**src/rtl/trap_pkg.sv**
```systemverilog
// trap_pkg: shared FSM states, mcause codes, mie bit indices, CSR addresses and vector-target helper
package trap_pkg;

   typedef enum logic [2:0] {
      S_IDLE,
      S_WAIT,
      S_TRAP,
      S_REDIRECT,
      S_MRET
   } state_t;

   localparam logic [31:0] MCAUSE_EXT   = 32'h8000_000B;
   localparam logic [31:0] MCAUSE_SW    = 32'h8000_0003;
   localparam logic [31:0] MCAUSE_TIMER = 32'h8000_0007;

   localparam int MIE_MEIE = 11;
   localparam int MIE_MSIE = 3;
   localparam int MIE_MTIE = 7;

   localparam logic [11:0] CSR_MSTATUS = 12'h300;
   localparam logic [11:0] CSR_MIE     = 12'h304;
   localparam logic [11:0] CSR_MTVEC   = 12'h305;
   localparam logic [11:0] CSR_MEPC    = 12'h341;
   localparam logic [11:0] CSR_MCAUSE  = 12'h342;

   localparam logic [1:0] MTVEC_VECTORED = 2'd1;

   // Modes 2 and 3 fall back to direct; the 32-bit add wraps naturally.
   function automatic logic [31:0] trap_target(input logic [31:0] mtvec, input logic [4:0] code);
      logic [31:0] base;
      base = {mtvec[31:2], 2'b00};
      return (mtvec[1:0] == MTVEC_VECTORED) ? base + {25'd0, code, 2'b00} : base;
   endfunction

endpackage

```
**src/rtl/irq_priority_encoder.sv**
```systemverilog
// irq_priority_encoder: fixed-priority (ext > sw > timer) interrupt select and mcause generation
//   i_req   : enabled pending requests {ext, sw, timer}
//   o_valid : any request present
//   o_cause : mcause of the winning request (0 when none)
module irq_priority_encoder
   import trap_pkg::*;
(
   input  logic [2:0]  i_req,
   output logic        o_valid,
   output logic [31:0] o_cause
);

   always_comb begin
      o_valid = |i_req;
      o_cause = i_req[2] ? MCAUSE_EXT :
                i_req[1] ? MCAUSE_SW  :
                i_req[0] ? MCAUSE_TIMER : '0;
   end

endmodule

```
**src/rtl/interrupt_trap_controller.sv**
```systemverilog
// interrupt_trap_controller: machine-mode interrupt entry and MRET sequencing for an in-order pipeline
//   clk, reset                       : clock, synchronous active-high reset
//   irq_ext/irq_sw/irq_timer         : level interrupt requests
//   mstatus_mie, mie, mtvec, mepc_in : CSR state feeding the decision and redirect target
//   resume_valid, resume_pc          : oldest uncommitted PC, becomes mepc on trap entry
//   is_mret                          : MRET resolving in execute
//   stall, flush                     : pipeline control
//   redirect_valid, redirect_pc      : fetch redirect
//   csr_trap_we, csr_mepc, csr_mcause: one-cycle trap-entry CSR write
//   csr_mret_restore                 : restore mstatus.MIE from MPIE
//   busy                             : controller not idle
module interrupt_trap_controller
   import trap_pkg::*;
(
   input  logic        clk,
   input  logic        reset,
   input  logic        irq_ext,
   input  logic        irq_sw,
   input  logic        irq_timer,
   input  logic        mstatus_mie,
   input  logic [31:0] mie,
   input  logic [31:0] mtvec,
   input  logic [31:0] mepc_in,
   input  logic        resume_valid,
   input  logic [31:0] resume_pc,
   input  logic        is_mret,
   output logic        stall,
   output logic        flush,
   output logic        redirect_valid,
   output logic [31:0] redirect_pc,
   output logic        csr_trap_we,
   output logic [31:0] csr_mepc,
   output logic [31:0] csr_mcause,
   output logic        csr_mret_restore,
   output logic        busy
);

   state_t      r_state;
   state_t      w_next;
   logic [2:0]  r_pend;
   logic [31:0] r_cause;
   logic [31:0] r_epc;
   logic [2:0]  w_req;
   logic        w_valid;
   logic [31:0] w_cause;
   logic        w_take;
   logic        w_unused_mie;

   assign w_req        = r_pend & {mie[MIE_MEIE], mie[MIE_MSIE], mie[MIE_MTIE]};
   assign w_take       = mstatus_mie & w_valid;
   assign w_unused_mie = &{1'b0, mie};

   irq_priority_encoder u_prio (
      .i_req   (w_req),
      .o_valid (w_valid),
      .o_cause (w_cause)
   );

   always_ff @(posedge clk) begin
      if (reset) begin
         r_state <= S_IDLE;
         r_pend  <= '0;
         r_cause <= '0;
         r_epc   <= '0;
      end else begin
         r_state <= w_next;
         r_pend  <= {irq_ext, irq_sw, irq_timer};
         if (r_state == S_IDLE && !is_mret && w_take) r_cause <= w_cause;
         if (r_state == S_WAIT && resume_valid) r_epc <= resume_pc;
      end
   end

   // Outputs are gated by reset so nothing escapes while a discarded trap is being flushed.
   always_comb begin
      w_next           = r_state;
      stall            = 1'b0;
      flush            = 1'b0;
      redirect_valid   = 1'b0;
      redirect_pc      = '0;
      csr_trap_we      = 1'b0;
      csr_mepc         = '0;
      csr_mcause       = '0;
      csr_mret_restore = 1'b0;
      busy             = 1'b0;
      if (!reset) begin
         busy = (r_state != S_IDLE);
         case (r_state)
            S_IDLE: w_next = is_mret ? S_MRET : w_take ? S_WAIT : S_IDLE;
            S_WAIT: begin
               stall  = 1'b1;
               w_next = resume_valid ? S_TRAP : S_WAIT;
            end
            S_TRAP: begin
               stall       = 1'b1;
               csr_trap_we = 1'b1;
               csr_mepc    = r_epc;
               csr_mcause  = r_cause;
               w_next      = S_REDIRECT;
            end
            S_REDIRECT: begin
               redirect_valid = 1'b1;
               flush          = 1'b1;
               redirect_pc    = trap_target(mtvec, r_cause[4:0]);
               w_next         = S_IDLE;
            end
            S_MRET: begin
               csr_mret_restore = 1'b1;
               flush            = 1'b1;
               redirect_valid   = 1'b1;
               redirect_pc      = mepc_in;
               w_next           = S_IDLE;
            end
            default: w_next = S_IDLE;
         endcase
      end
   end

endmodule

```
**config.mk**
```make
export PLATFORM = sky130hd
export DESIGN_NAME = interrupt_trap_controller
export DESIGN_NICKNAME = d
export VERILOG_FILES = /design/src/rtl/trap_pkg.sv /design/src/rtl/irq_priority_encoder.sv /design/src/rtl/interrupt_trap_controller.sv
export SDC_FILE = /design/constraint.sdc
export NUM_CORES = 1
export LEC_CHECK = 0
export CAP_MARGIN = 20
export CORE_AREA = 4 4 115 117
export DETAILED_ROUTE_END_ITERATION = 7
export DIE_AREA = 0 0 119 121
export PLACE_DENSITY = 0.74
export SLEW_MARGIN = 20
export SYNTH_ARGS = -nofsm -noshare
export SYNTH_HDL_FRONTEND = slang
export SYNTH_HIERARCHICAL = 1
export SYNTH_SLANG_ARGS = --single-unit
```
**constraint.sdc**
```tcl
create_clock -name clk -period 1.9 [get_ports clk]
set_input_delay 0.19 -clock clk [delete_from_list [all_inputs] [get_ports clk]]
set_output_delay 0.19 -clock clk [all_outputs]
set_load 0.02 [all_outputs]
```
; ---- Yosys cells after proc, flatten, opt, wreduce, memory -nomap -nowiden
; Cells that the tools add are included.
[word_totals]
register_bits = 70
input_bits = 136
out_inout_bits = 102
[op_classes]
n_addsub = 1
n_eq_ne = 5
n_mux = 23
bitwise_logic = 2
n_reduce_logical = 9
[op_table]
columns = cell, count
row1 = $mux 32, 9
row2 = $pmux 32 s2, 1
row3 = $add 32x7->32, 1
row4 = $mux 1, 10
row5 = $pmux 3 s3, 1
row6 = $eq 3x2->1 const B, 2
row7 = $reduce_or 2->1, 2
row8 = $and 3x3->3, 1
row9 = $eq 3x1->1 const B, 1
row10 = $eq 3x3->1 const B, 1
row11 = $logic_and 1x1->1, 3
row12 = $logic_not 3->1, 1
row13 = $mux 3, 1
row14 = $reduce_bool 3->1, 1
row15 = $reduce_or 3->1, 1
row16 = $eq 2x1->1 const B, 1
row17 = $mux 2, 1
row18 = $and 1x1->1, 1
row19 = $logic_not 1->1, 1

; ---- Logic depth before layout (Yosys ltp)
; Gate-level depths: netlist (run 1).
[logic_depth]
ltp_word = 6
depth_mapped = 8

; ---- By module
; Netlist (run 1), hierarchy kept.
[by_module_without_submodules]
columns = module, n_inst, cells_each, area_per_inst_um2
row1 = interrupt_trap_controller, 1, 571, 4081.4
row2 = irq_priority_encoder, 1, 34, 250.2

; ---- Least setup slack after synthesis (run 1)
; Ideal clock, no wire load.
[synth_path]
kind = register to output
from = reg r_cause[0]
to = out redirect_pc[14]
t_arrival_ns = 2.099
setup_slack_ns = -0.389
path_stages_with_launch = 9
n_path_buf = 1
path_cell_list = dfxtp_1 > ha_1 > fa_1 > a211oi_1 > o21bai_1 > buf_2 > nand4_1 > xor2_1 > o21ai_0
[synth_via]
elab_chain_len = 4
[synth_lines]
columns = element, line
row1 = start: declaration, interrupt_trap_controller.sv:41  ; logic [31:0] r_cause;
row2 = start signal: assignment, interrupt_trap_controller.sv:68  ; if (r_state == S_IDLE && !is_mret && w_take) r_cause <= w_cause;
row3 = $add 32x7->32, trap_pkg.sv:32  ; return (mtvec[1:0] == MTVEC_VECTORED) ? base + {25'd0, code, 2'b00} : base;
row4 = $mux 32, trap_pkg.sv:32
row5 = $pmux 32 s2, interrupt_trap_controller.sv:87  ; case (r_state)
row6 = $mux 32, interrupt_trap_controller.sv:85  ; if (!reset) begin
row7 = end: declaration, interrupt_trap_controller.sv:30  ; output logic [31:0] redirect_pc,
; Every way passes these cells.

; ---- Worst setup path in the final report (run 1)
[layout_path]
from = reg r_cause[0]
to = out redirect_pc[24]
; Same word-level chain as after synthesis.

==> results of run 1 <==
==> layer usage <==
metal	GRT usage	vias to the layer above	share of wire
met4	0.1014	2	0.026
met3	0.07319	29	0.082
met1	0.2545	2313	0.39
li1	-	2541	-
met2	0.3992	212	0.50
met5	0	-	0.00075
==> area by class of cell <==
type,instances,share of cell area
Clock inverter,6,0.01036
Sequential cell,70,0.1698
Multi-Input combinational cell,488,0.3697
Tap cell,172,0.02582
Inverter,1,0.0004503
Timing Repair Buffer,331,0.3964
Clock buffer,10,0.02747
==> layout by cell type, fill, tap and decap left out, drive strengths merged, types with 2 or more instances in the layout <==
cell	instances
a21oi	71
nor2b	5
nand2b	5
xor2	24
o21ai	32
and3	6
dlygate4sd2	7
or2	2
nor3b	2
nor3	3
clkbuf	14
a211oi	2
a32oi	2
a32o	2
a21o	3
ha	5
dfxtp	70
nand4b	2
and2	74
nand3	11
or3	3
buf	221
nor2	8
nand4	18
bufinv	2
mux2i	4
clkinv	3
clkdlybuf4s50	98
or4	2
conb	27
nand2	163
nor4	3
==> power by group <==
part	internal, uW	switching [uW]
registers	1500	16.8
clock network	1150	644
logic	434	327
==> stage by stage <==
stage	setup TNS (ps)	cells	instance area [um2]
final	-16310	1078	8335
after global routing	-22930	1078	8335
after CTS	-15520	1075	8175
after detailed placement	-37350	1021	7072
after global placement	-36210	1021	7072
after floorplan	-847.5	631	4481
==> flip-flops by register name, indices dropped and copies added, names as in the netlist <==
signal	cells
r_state	3
r_pend	3
r_cause	32
r_epc	32
==> tightest hold or removal path, stage by stage <==
cell	delay [ps]
sky130_fd_sc_hd__buf_2	100
sky130_fd_sc_hd__buf_4	130
sky130_fd_sc_hd__or2_4	130
sky130_fd_sc_hd__buf_4	120
sky130_fd_sc_hd__a21oi_2	30
==> kinds of logic (layout without fill, tap and decap cells) <==
kind of cell | Yosys count | after routing | share of synthesized area
buffers and inverters | 73 | 348 | 0.09359
and+or+nand+nor | 311 | 311 | 0.3596
xor gates and xnor gates | 25 | 25 | 0.05055
AOI/OAI and AO/OA | 115 | 115 | 0.1436
adders and majority gates | 6 | 6 | 0.01906
DFF | 70 | 70 | 0.3235
muxes | 4 | 4 | 0.009244
other | 1 | 27 | 0.0008657
==> Yosys cell counts, types with 3 or more instances <==
cell type                  instances  area share
sky130_fd_sc_hd__a21o_1            3      0.0052
sky130_fd_sc_hd__o21ai_0          31       0.036
sky130_fd_sc_hd__nand3_1          11       0.013
sky130_fd_sc_hd__nor2_1            8      0.0069
sky130_fd_sc_hd__a21oi_1          70       0.081
sky130_fd_sc_hd__mux2i_1           4      0.0092
sky130_fd_sc_hd__nand2_1         163        0.14
sky130_fd_sc_hd__dfxtp_1          70        0.32
sky130_fd_sc_hd__nand4_1          17       0.025
sky130_fd_sc_hd__nand2b_1          5      0.0072
sky130_fd_sc_hd__buf_4            32       0.055
sky130_fd_sc_hd__nor2b_1           5      0.0072
sky130_fd_sc_hd__and2_1           74        0.11
sky130_fd_sc_hd__buf_2             9       0.010
sky130_fd_sc_hd__and3_1            6      0.0087
sky130_fd_sc_hd__ha_1              5       0.014
sky130_fd_sc_hd__clkbuf_1         30       0.026
sky130_fd_sc_hd__xor2_1           24       0.049
==> what timing repair did <==
item	4_1_cts	5_1_grt
setup endpoints to repair	127	101
pin swaps	54	52
gates cloned	9	2
setup buffers	29	10
resized for setup	661	66
==> worst paths after layout <==
| path | end | cells past startpoint | start |
|---|---|---|---|
| max | redirect_pc[24] | 9 | r_cause[0] |
| min | r_state[0] | 5 | reset |
| max reg2reg | r_state[0] | 7 | r_state[1] |
| min reg2reg | r_epc[26] | 2 | r_epc[26] |
==> metrics.cfg, run 1 <==
[sta]
grt_setup_unrepaired = true
whs_ps = 400.5
timing.final.crit_period_ps = 2404
final-setup-viol-count = 84
post-route-period-util = 1.265
max_freq_mhz = 416.0
report.final.slew_viol_count = 0
worst_slack_ps = -503.9
hold_violations = 0
worstMarginPinSlew_ps = 738.2
slew-limit-headroom = 0.5078
clock-skew-final_ps = 5.312

[grt]
grt_first_pass_wirelength_mm = 26.25
antenna_found_initial = 1
grt_start_max_net_pins = 70
grtUsageTotal = 0.2287
global_route.overflow_total = 0
number_of_global_route_vias_before_repair = 5130

[clock_network]
htree_levels = 3
clk_pin_slew_ps = 60
cts_root_buffer = sky130_fd_sc_hd__clkbuf_16
cts_buffers = 9
clk_path_buf_depth = 2
post_cts_hold_buffer_count = 0
cts_sinks = 70
clock_tree_from_tritoncts = done
worstSkewPairLatency_ps = 330

[worst_setup_path]
crit_chain = ha_4 -> fa_2 -> a211oi_2 -> o21bai_2 -> buf_4 -> nand4_1 -> xor2_1 -> o21ai_2 -> buf_2
crit_path_start_kind = flop
timing.critical_path.arrival_ps = 2210
critical_path_class = reg2out
end_kind = primary output
cp_num_buf_inv = 2
worst_path_max_delay_cell = sky130_fd_sc_hd__dfxtp_4
timing.critical_path.max_delay_family = adder cells
critPathMaxFanout = 6
worst_path_largest_cell_delay_ps = 360
setup.reg_to_reg.worst_slack_ps = 70
crit_required_ps = 1710

[drt]
vias_per_cell = 4.728
vias_post_dr = 5097
drt_iter0_markers = 328
drt-pass1-iter-count = 5
wl_per_cell_um = 16.03
postRouteAntennaNets = 0
routed_wl_mm = 17.28
drcViolationCount = 0

[cells_and_area]
nNetsFinal = 1043
insertedDiodeCount = 0
post-route-util = 0.6742
area_delta_synth_final_pct = 92.43
proportion_of_layout_cells_with_a_drive_suffix_above_1 = 0.3951
fillers = 998
seq_area_um2 = 1415
multiInputGateArea_um2 = 3082

[die]
dieArea_um2 = 14400
io-pin-count = 238
die_height_um = 121
start_util = 0.3504
die_w_um = 119
core_area_um2 = 12360
std_cell_rows = 41

[power_and_ir_drop]
power.density_cell_area_nw_per_um2 = 487.9
vdd_drop_max_mv = 0.4947
leakage_uw = 0.003464
post-layout-total-power_uw = 4067

[yosys]
post_synth_instance_area_um2 = 4332
syn_area_per_cell_um2 = 7.160
synth_cells = 605
synth_edf_count = 0
ys_warn_count = 6
synth_cell_types = 46
proportion_of_register_bits_with_asynchronous_set_or_reset_after_synthesis = 0
synth_sequential_area_ratio = 0.3235
synthFlopType = sky130_fd_sc_hd__dfxtp_1
postSynthRegisterBits = 70

[place]
finalWeightedCongestion = 0.9003
buffer_ports.inserted = 208
dp_hpwl_mm = 11.10
dpl_worst_slack_ps = -1001

[run_status]
failed_checks = setup timing
status = complete, but fails checks

[flow_run]
max-cap-violations = 0

[worst_hold_path]
hp-class = in2reg

(Power assumes the default switching activity.)
==> inputs of run 2 (changes only) <==
--- a/config.mk
+++ b/config.mk
@@ -7,9 +7,11 @@
 export LEC_CHECK = 0
 export CAP_MARGIN = 20
 export CORE_AREA = 4 4 115 117
+export CTS_BUF_LIST = sky130_fd_sc_hd__clkbuf_8 sky130_fd_sc_hd__clkbuf_16
 export DETAILED_ROUTE_END_ITERATION = 7
 export DIE_AREA = 0 0 119 121
 export PLACE_DENSITY = 0.74
+export SETUP_SLACK_MARGIN = 0.2
 export SLEW_MARGIN = 20
 export SYNTH_ARGS = -nofsm -noshare
 export SYNTH_HDL_FRONTEND = slang
==> run 2 against run 1 <==
Compared with the run above: the run still ends with setup timing left; clock skew fell by 3.2 ps; utilization grew 9.2 points; first-iteration DRC count decreased by 9.1%; setup slack worse by 99 ps; register-to-register slack got worse by 260 ps; non-clock buffer count grew 22; count of clock-buffer cells in the layout is 1 higher; maximum frequency shrank 4.0%; combinational power up 19%; power up 0.19%; critical endpoint is now redirect_pc[28]; largest cell class unchanged; highest routed layer is now met4.
==> metrics.cfg, run 2 (same netlist as run 1, synthesis figures left out) <==
[worst_setup_path]
crit_required_ps = 1710  ; about the same
crit_path_start_kind = flop
end_kind = primary output
timing.critical_path.arrival_ps = 2310  ; +100 ps
critPathMaxFanout = 6  ; unchanged
critical_path_class = reg2out

[cells_and_area]
leading_cell_type_in_the_layout_fill_and_taps_excluded = sky130_fd_sc_hd__buf_6
largest_registers = r_cause (32), r_epc (32)
fillers = 814  ; -18%
proportion_of_layout_cells_with_a_drive_suffix_above_1 = 0.5247  ; +0.1296
seq_area_um2 = 1415  ; unchanged
most-common-layout-cells = 151 x sky130_fd_sc_hd__buf_6, 123 x sky130_fd_sc_hd__nand2_1, 98 x sky130_fd_sc_hd__clkdlybuf4s50_1
area_delta_synth_final_pct = 118.7
nNetsFinal = 1069  ; +2.5%
multiInputGateArea_um2 = 3662  ; +19%

[place]
finalWeightedCongestion = 0.9479  ; +5.3%
dpl_worst_slack_ps = -960.4  ; +40.75 ps
dp_hpwl_mm = 11.50  ; +3.6%
buffer_ports.inserted = 208  ; unchanged

[grt]
number_of_global_route_vias_before_repair = 5623  ; +9.6%
global_route.overflow_total = 0  ; unchanged
grt_first_pass_wirelength_mm = 28.74  ; +9.5%
grtUsageTotal = 0.2503  ; +0.02161
antenna_found_initial = 0  ; -1
grt_start_max_net_pins = 70  ; unchanged

[sta]
worst_slack_ps = -603.1  ; -99.12 ps
slew-limit-headroom = 0.3327  ; -0.1752
timing.final.crit_period_ps = 2503  ; +99.12 ps
report.final.slew_viol_count = 0  ; unchanged
max_freq_mhz = 399.5  ; -4.0%
worstMarginPinSlew_ps = 1001  ; +262.8 ps
post-route-period-util = 1.317  ; +0.05217
final-setup-viol-count = 152  ; +81%
clock-skew-final_ps = 2.136  ; -3.175 ps
grt_setup_unrepaired = true
hold_violations = 0  ; unchanged

[clock_network]
post_cts_hold_buffer_count = 0  ; unchanged
worstSkewPairLatency_ps = 330  ; about the same
clk_path_buf_depth = 2  ; unchanged
clk_pin_slew_ps = 50  ; about the same
clock_tree_from_tritoncts = done
htree_levels = 3  ; unchanged
cts_buffers = 9  ; unchanged
cts_root_buffer = sky130_fd_sc_hd__clkbuf_16
cts_sinks = 70  ; unchanged

[drt]
route.top_layer_used = met4
routed_wl_mm = 20.07  ; +16%
vias_post_dr = 5518  ; +8.3%
met3_wirelength_mm = 1.301  ; -8.2%
wl_met1_mm = 7.502  ; +12%
wl_per_cell_um = 18.19  ; +13%
drcViolationCount = 0  ; unchanged
met2_routed_wirelength_mm = 10.43  ; +20%
vias_per_cell = 5.003  ; +5.8%
drt_iter0_markers = 298  ; -9.1%
drt-pass1-iter-count = 5  ; unchanged
postRouteAntennaNets = 0  ; unchanged

[run_status]
status = complete, but fails checks
failed_checks = setup timing

[power_and_ir_drop]
leakage_uw = 0.003811  ; +10%
power.density_cell_area_nw_per_um2 = 430.1  ; -12%
vdd_drop_max_mv = 0.4754  ; -3.9%
post-layout-total-power_uw = 4075  ; +0.19%

[worst_hold_path]
hp-class = in2reg

[die]
core_area_um2 = 12360  ; unchanged
dieArea_um2 = 14400  ; unchanged
io-pin-count = 238  ; unchanged
start_util = 0.3504  ; unchanged
std_cell_rows = 41  ; unchanged
die_w_um = 119  ; unchanged
die_height_um = 121  ; unchanged

[flow_run]
max-cap-violations = 0  ; unchanged

==> run 2: power breakdown <==
group / switching [uW] / internal, uW
combinational: 404 / 506
clock: 578 / 1060
sequential: 26.5 / 1500
==> run 2: metrics by stage <==
| stage | instances | setup TNS (ps) | cell area [um2] | hold WS [ps] | util |
|---|---|---|---|---|---|
| after CTS | 1089 | -19630 | 8810 | 394.7 | 0.7126 |
| after global routing | 1102 | -38090 | 9470 | 407.8 | 0.7660 |
| final | 1103 | -27160 | 9473 | 406.9 | 0.7662 |
| after floorplan | 631 | -224.1 | 4574 | 318.2 | - |
| after global placement | 1008 | -27540 | 7058 | 437.8 | 0.5709 |
| after detailed placement | 1008 | -30340 | 7058 | 442.8 | 0.5709 |
==> run 2: final timing paths <==
check                from         endpoint  slack (ps)  cells past startpoint
min          resume_pc[9]         r_epc[9]         410                      3
max reg2reg    r_state[1]       r_state[0]        -190                      9
max            r_cause[0]  redirect_pc[28]        -600                      9
min reg2reg     r_epc[17]        r_epc[17]         460                      2
==> run 2: cell type report <==
cell class	instances	area share
Tap cell	172	0.02272
Multi-Input combinational cell	492	0.3866
Clock buffer	11	0.02668
Antenna cell	1	0.0002642
Timing Repair Buffer	353	0.4100
Clock inverter	3	0.003962
Sequential cell	70	0.1494
Inverter	1	0.0003962
==> run 2: what timing repair did <==
| action | 4_1_cts | 5_1_grt |
|---|---|---|
| resized for setup | 790 | 143 |
| buffers inserted | 51 | 10 |
| gates cloned | 16 | 3 |
| setup endpoints to repair | 136 | 155 |
| pin swaps | 97 | 116 |
==> run 2: routing by layer <==
metal  up-vias  GRT usage
met5         -          0
met4         0     0.1108
met2       244     0.4603
li1       2603          -
met3        57    0.06340
met1      2614     0.2698
==> run 2: critical path: stages, from the launching register on <==
cell and delay, ps:
sky130_fd_sc_hd__dfxtp_4 360, sky130_fd_sc_hd__ha_4 170, sky130_fd_sc_hd__fa_2 370, sky130_fd_sc_hd__a211oi_2 230, sky130_fd_sc_hd__o21bai_2 140, sky130_fd_sc_hd__buf_6 160, sky130_fd_sc_hd__nand4_1 100, sky130_fd_sc_hd__xor2_1 240
sky130_fd_sc_hd__o21ai_2 80, sky130_fd_sc_hd__buf_6 140
